$ cat src/rtl/div_sched.sv
// div_sched: sequencer between EX and the shared multi-cycle divider.
// One op in flight, flush drain, one-entry operand/result cache.
module div_sched #(
    parameter bit CACHE_EN = 1'b1
) (
    input  logic         clk,
    input  logic         rst,
    input  logic         req_valid,
    input  logic [2:0]   req_op,
    input  logic [63:0]  req_rs1,
    input  logic [63:0]  req_rs2,
    output logic         req_ready,
    input  logic         flush,
    output logic         resp_valid,
    input  logic         resp_ready,
    output logic [63:0]  resp_data,
    output logic         busy,
    output logic         div_valid,
    output logic         div_sign,
    output logic         div_32,
    output logic [63:0]  div_rs1,
    output logic [63:0]  div_rs2,
    input  logic         div_ready,
    input  logic [127:0] div_result
);

    typedef enum logic [1:0] {
        IDLE,
        BUSY,
        DRAIN,
        DONE
    } state_t;

    state_t         state_q, state_d;
    logic           sign_q, sign_d;
    logic           w_q, w_d;
    logic           rem_q, rem_d;
    logic [63:0]    rs1_q, rs1_d;
    logic [63:0]    rs2_q, rs2_d;
    logic [63:0]    resp_data_q, resp_data_d;
    logic           cache_valid_q, cache_valid_d;
    logic [63:0]    cache_rs1_q, cache_rs1_d;
    logic [63:0]    cache_rs2_q, cache_rs2_d;
    logic           cache_w_q, cache_w_d;
    logic           cache_sign_q, cache_sign_d;
    logic [127:0]   cache_res_q, cache_res_d;

    logic           accept;
    logic           hit;

    function automatic logic [63:0] sel_res(
        input logic [127:0] res,
        input logic         rem,
        input logic         w
    );
        logic [63:0] r;
        r = rem ? res[127:64] : res[63:0];
        return w ? {{32{r[31]}}, r[31:0]} : r;
    endfunction

    assign req_ready  = (state_q == IDLE) & ~flush;
    assign div_valid  = (state_q == BUSY) | (state_q == DRAIN);
    assign busy       = (state_q != IDLE);
    assign resp_valid = (state_q == DONE);
    assign resp_data  = resp_data_q;
    assign div_sign   = sign_q;
    assign div_32     = w_q;
    assign div_rs1    = rs1_q;
    assign div_rs2    = rs2_q;

    assign accept = req_valid & req_ready;
    assign hit    = CACHE_EN && cache_valid_q
                  && (req_rs1 == cache_rs1_q)
                  && (req_rs2 == cache_rs2_q)
                  && (req_op[2] == cache_w_q)
                  && (~req_op[0] == cache_sign_q);

    // Next-state, operand latch, cache update and result select
    always_comb begin
        state_d       = state_q;
        sign_d        = sign_q;
        w_d           = w_q;
        rem_d         = rem_q;
        rs1_d         = rs1_q;
        rs2_d         = rs2_q;
        resp_data_d   = resp_data_q;
        cache_valid_d = cache_valid_q;
        cache_rs1_d   = cache_rs1_q;
        cache_rs2_d   = cache_rs2_q;
        cache_w_d     = cache_w_q;
        cache_sign_d  = cache_sign_q;
        cache_res_d   = cache_res_q;
        unique case (state_q)
            IDLE: begin
                if (accept) begin
                    sign_d = ~req_op[0];
                    w_d    = req_op[2];
                    rem_d  = req_op[1];
                    rs1_d  = req_rs1;
                    rs2_d  = req_rs2;
                    if (hit) begin
                        resp_data_d = sel_res(cache_res_q, req_op[1], req_op[2]);
                        state_d     = DONE;
                    end else begin
                        state_d = BUSY;
                    end
                end
            end
            BUSY, DRAIN: begin
                if (div_ready) begin
                    // A killed op still yields a correct result worth keeping
                    cache_valid_d = 1'b1;
                    cache_rs1_d   = rs1_q;
                    cache_rs2_d   = rs2_q;
                    cache_w_d     = w_q;
                    cache_sign_d  = sign_q;
                    cache_res_d   = div_result;
                    if (state_q == DRAIN || flush) begin
                        state_d = IDLE;
                    end else begin
                        resp_data_d = sel_res(div_result, rem_q, w_q);
                        state_d     = DONE;
                    end
                end else if (flush) begin
                    state_d = DRAIN;
                end
            end
            DONE: begin
                if (flush || resp_ready) begin
                    state_d = IDLE;
                end
            end
            default: state_d = IDLE;
        endcase
    end

    // State and datapath registers
    always_ff @(posedge clk) begin
        if (rst) begin
            state_q       <= IDLE;
            sign_q        <= 1'b0;
            w_q           <= 1'b0;
            rem_q         <= 1'b0;
            rs1_q         <= '0;
            rs2_q         <= '0;
            resp_data_q   <= '0;
            cache_valid_q <= 1'b0;
            cache_rs1_q   <= '0;
            cache_rs2_q   <= '0;
            cache_w_q     <= 1'b0;
            cache_sign_q  <= 1'b0;
            cache_res_q   <= '0;
        end else begin
            state_q       <= state_d;
            sign_q        <= sign_d;
            w_q           <= w_d;
            rem_q         <= rem_d;
            rs1_q         <= rs1_d;
            rs2_q         <= rs2_d;
            resp_data_q   <= resp_data_d;
            cache_valid_q <= cache_valid_d;
            cache_rs1_q   <= cache_rs1_d;
            cache_rs2_q   <= cache_rs2_d;
            cache_w_q     <= cache_w_d;
            cache_sign_q  <= cache_sign_d;
            cache_res_q   <= cache_res_d;
        end
    end

endmodule
$ cat config.mk
export PLATFORM = sky130hd
export DESIGN_NAME = div_sched
export DESIGN_NICKNAME = d
export VERILOG_FILES = /design/src/rtl/div_sched.sv
export SDC_FILE = /design/constraint.sdc
export NUM_CORES = 1
export LEC_CHECK = 0
export ABC_AREA = 1
export ABC_CLOCK_PERIOD_IN_PS = 5900
export CORE_MARGIN = 2
export CORE_UTILIZATION = 54
export DETAILED_ROUTE_END_ITERATION = 7
export GPL_TIMING_DRIVEN = 0
export PLACE_DENSITY = 0.85
export SYNTH_ARGS = -nofsm -noshare
export SYNTH_HDL_FRONTEND = slang
export SYNTH_SLANG_ARGS = --single-unit
$ cat constraint.sdc
create_clock -name clk -period 5.9 [get_ports clk]
set_clock_uncertainty 0.1 [all_clocks]
set_input_delay 0.885 -clock clk [delete_from_list [all_inputs] [get_ports clk]]
set_output_delay 0.885 -clock clk [all_outputs]
set_load 0.1 [all_outputs]
==> impl_metrics.tcl <==
set metrics [dict create \
    final_layout_size_suffix_gt1_share_pct 3.136 \
    critPathLaunchType "input pin" \
    worstPathArrival_ps 2720 \
    netlist_top_cells_count "nor2_1, o21ai_0, nand2_1" \
    grt_use_total_pct 39.12 \
    vdd_drop_max_mv 0.3559 \
    power_density_nw_per_um2 565.9 \
    io_buffers 460 \
    rows 70 \
    synth_top_cell_by_area "dfxtp_1" \
    yosys_register_bits 456 \
    path_max_fanout 3 \
    root_buffer "clkbuf_16" \
    rsz0062_at_grt "no" \
    cp-end-kind "primary output" \
    rrSetupSlack_ps 2780 \
    yosysWarnings 0 \
    drt_first_pass_iters 8 \
    cp.required_ps 4910 \
    worstMarginPinSlew_ps 1168 \
    post-route-period-util_pct 62.83 \
    ant_nets 0 \
    syn_to_final_growth_pct 34.65 \
    r2r_cells 9 \
    antenna_found_initial 22 \
    clockBufferDepth 3 \
    grt_pass1_vias 21620 \
    die_height_um 196.3 \
    yosysMostFrequentCell "nor2_1" \
    cts_buffers 47 \
    yosysSeqAreaShare_pct 45.72 \
    core_um2 36520 \
    syn_avg_cell_area_um2 6.817 \
    dieArea_um2 38530 \
    synthCells 2929 \
    routed_wl_mm 77.59 \
    mappedNetlistArea_um2 19970 \
    hp-start "cache_rs2_q[51]" \
    synth_nets 3197 \
    status "finished, final reports clean" \
    setup_violations 0 \
    die_x_um 196.3 \
    drt_iter0_markers 1863 \
    hold_ws_ps 372.8 \
    htreeDepth 2 \
    slew_headroom_pct 21.92 \
    drv_cap 0 \
    ios 463 \
    grt_max_degree 16 \
    cp-endpoint "req_ready" \
    clock_latency_ps 570 \
    final_nets 3706 \
    fmax_mhz 269.8 \
    wl_per_cell_um 19.61 \
    vias_per_cell 5.642 \
    synth_area_leaders "dfxtp_1, nor2_1, o21ai_0, nand2_1, a21oi_1" \
    min_path_type "reg2reg" \
    cts_hold_buf 0 \
    total_power_mw 15.21 \
    dr_total_vias 22330 \
    synth-edff-count 0 \
    drc 0 \
    grt_pass1_wl_mm 117.8 \
    cts.sinks 456 \
    post_cts_buffers 0 \
    initial_utilization_pct 54.67 \
    cts_tree "done" \
    synth.distinct_cells 32 \
    gr-total-overflow 0 \
    period_needed_ps 3707 \
    critPathLaunch "flush" \
    cts_resized 0 \
    reg2reg_from "state_q[1]" \
    hold_viol_final 0 \
    dp_hpwl_mm 57.05 \
    routabilityCongestion 0.9695 \
    finalSetupTns_ps 0 \
    r2r_end "cache_rs1_q[56]" \
    final_max_slew_viol_count 0 \
    ys_dominant_reg_cell "dfxtp_1" \
    async_flop_share_pct 0 \
    clk_pin_slew_ps 60 \
    crit_type "in2out" \
    synth_top_cell_area_share_pct 45.72 \
    power_leakage_nw 10.94 \
]
kinds of logic (layout without fill, tap and decap cells):
logic type / count (synthesis) / in the layout / synth area share [%]
AOI/OAI and AO/OA: 798 / 798 / 20.70
DFF: 456 / 456 / 45.72
buffers and inverters: 447 / 994 / 8.692
muxes: 2 / 2 / 0.1003
and+or+nand+nor: 1177 / 1177 / 22.58
xor gates and xnor gates: 46 / 46 / 2.018
other: 0 / 13 / 0
adders and majority gates: 3 / 3 / 0.1880
worst min path at each step:
stage,cells past startpoint,to,slack [ps]
after floorplan,2,cache_res_q[63],330
after global placement,2,cache_valid_q,350
after detailed placement,2,cache_valid_q,350
after CTS,2,cache_rs2_q[27],370
after global routing,2,cache_rs1_q[15],390
final,2,cache_rs2_q[51],370
worst max-delay path, stage by stage:
cell	delay (ps)
clkdlybuf4s50_1	520
nor2_2	170
clkdlybuf4s50_1	1150
final cells by class:
cell class              instances  area (um2)
plain buffers                 196       790.8
fillers                      2941        9637
flip-flops and latches        456        9129
diodes                         13       32.53
multi-input cells            2026        9102
repair buffers                460        4604
clock buffers                  64        1343
well taps                     468       585.6
clock inverters                23       354.1
inverters                     251       944.7
sequential cells by signal, indices dropped and copies added, names as in the netlist:
register and cells:
div_rs1 64, state_q 2, cache_sign_q 1, div_sign 1, div_rs2 64, div_32 1, cache_w_q 1, cache_rs1_q 64
cache_res_q 128, cache_rs2_q 64, resp_data 64, rem_q 1, cache_valid_q 1
metrics by stage:
| stage | std cells | setup WS, ps | utilization [%] | instance area (um2) |
|---|---|---|---|---|
| 4_1_cts | 3944 | 2205 | 73.53 | 26850 |
| 5_1_grt | 3953 | 2150 | 73.59 | 26880 |
| 6_report | 3957 | 2193 | 73.61 | 26890 |
| 2_1_floorplan | 2929 | 2737 | - | 19970 |
| 3_3_place_gp | 3857 | 2232 | 68.88 | 25160 |
| 3_5_place_dp | 3857 | 2204 | 68.88 | 25160 |
where the power goes:
group / total [mW] / switching [mW] / internal, mW
combinational: 7.23 / 5.28 / 1.95
clock: 3.29 / 1.30 / 1.99
sequential: 4.69 / 0.609 / 4.08
cell usage in the layout, fill, tap and decap left out, types with 6 or more instances in the layout:
master / n
nor2_1: 662
o21ai_0: 486
nand2_1: 466
clkdlybuf4s50_1: 460
dfxtp_1: 456
a21oi_1: 249
inv_1: 243
clkbuf_1: 181
clkbuf_16: 49
xnor2_1: 41
o22ai_1: 28
nand3_1: 25
a22oi_1: 24
diode_2: 13
nand4_1: 13
buf_2: 11
bufinv_16: 9
clkinv_2: 9
a32o_1: 8
buf_1: 7
clkbuf_8: 6
metal layers:
| layer | vias up | global-route usage, % | part of all wire (%) |
|---|---|---|---|
| met1 | 10300 | 44.64 | 36 |
| met5 | - | 0 | 0.14 |
| met3 | 296 | 11.45 | 11 |
| met4 | 18 | 22.17 | 5.4 |
| li1 | 10410 | - | - |
| met2 | 1304 | 65.56 | 47 |
Power figures use the tool's default switching activity.
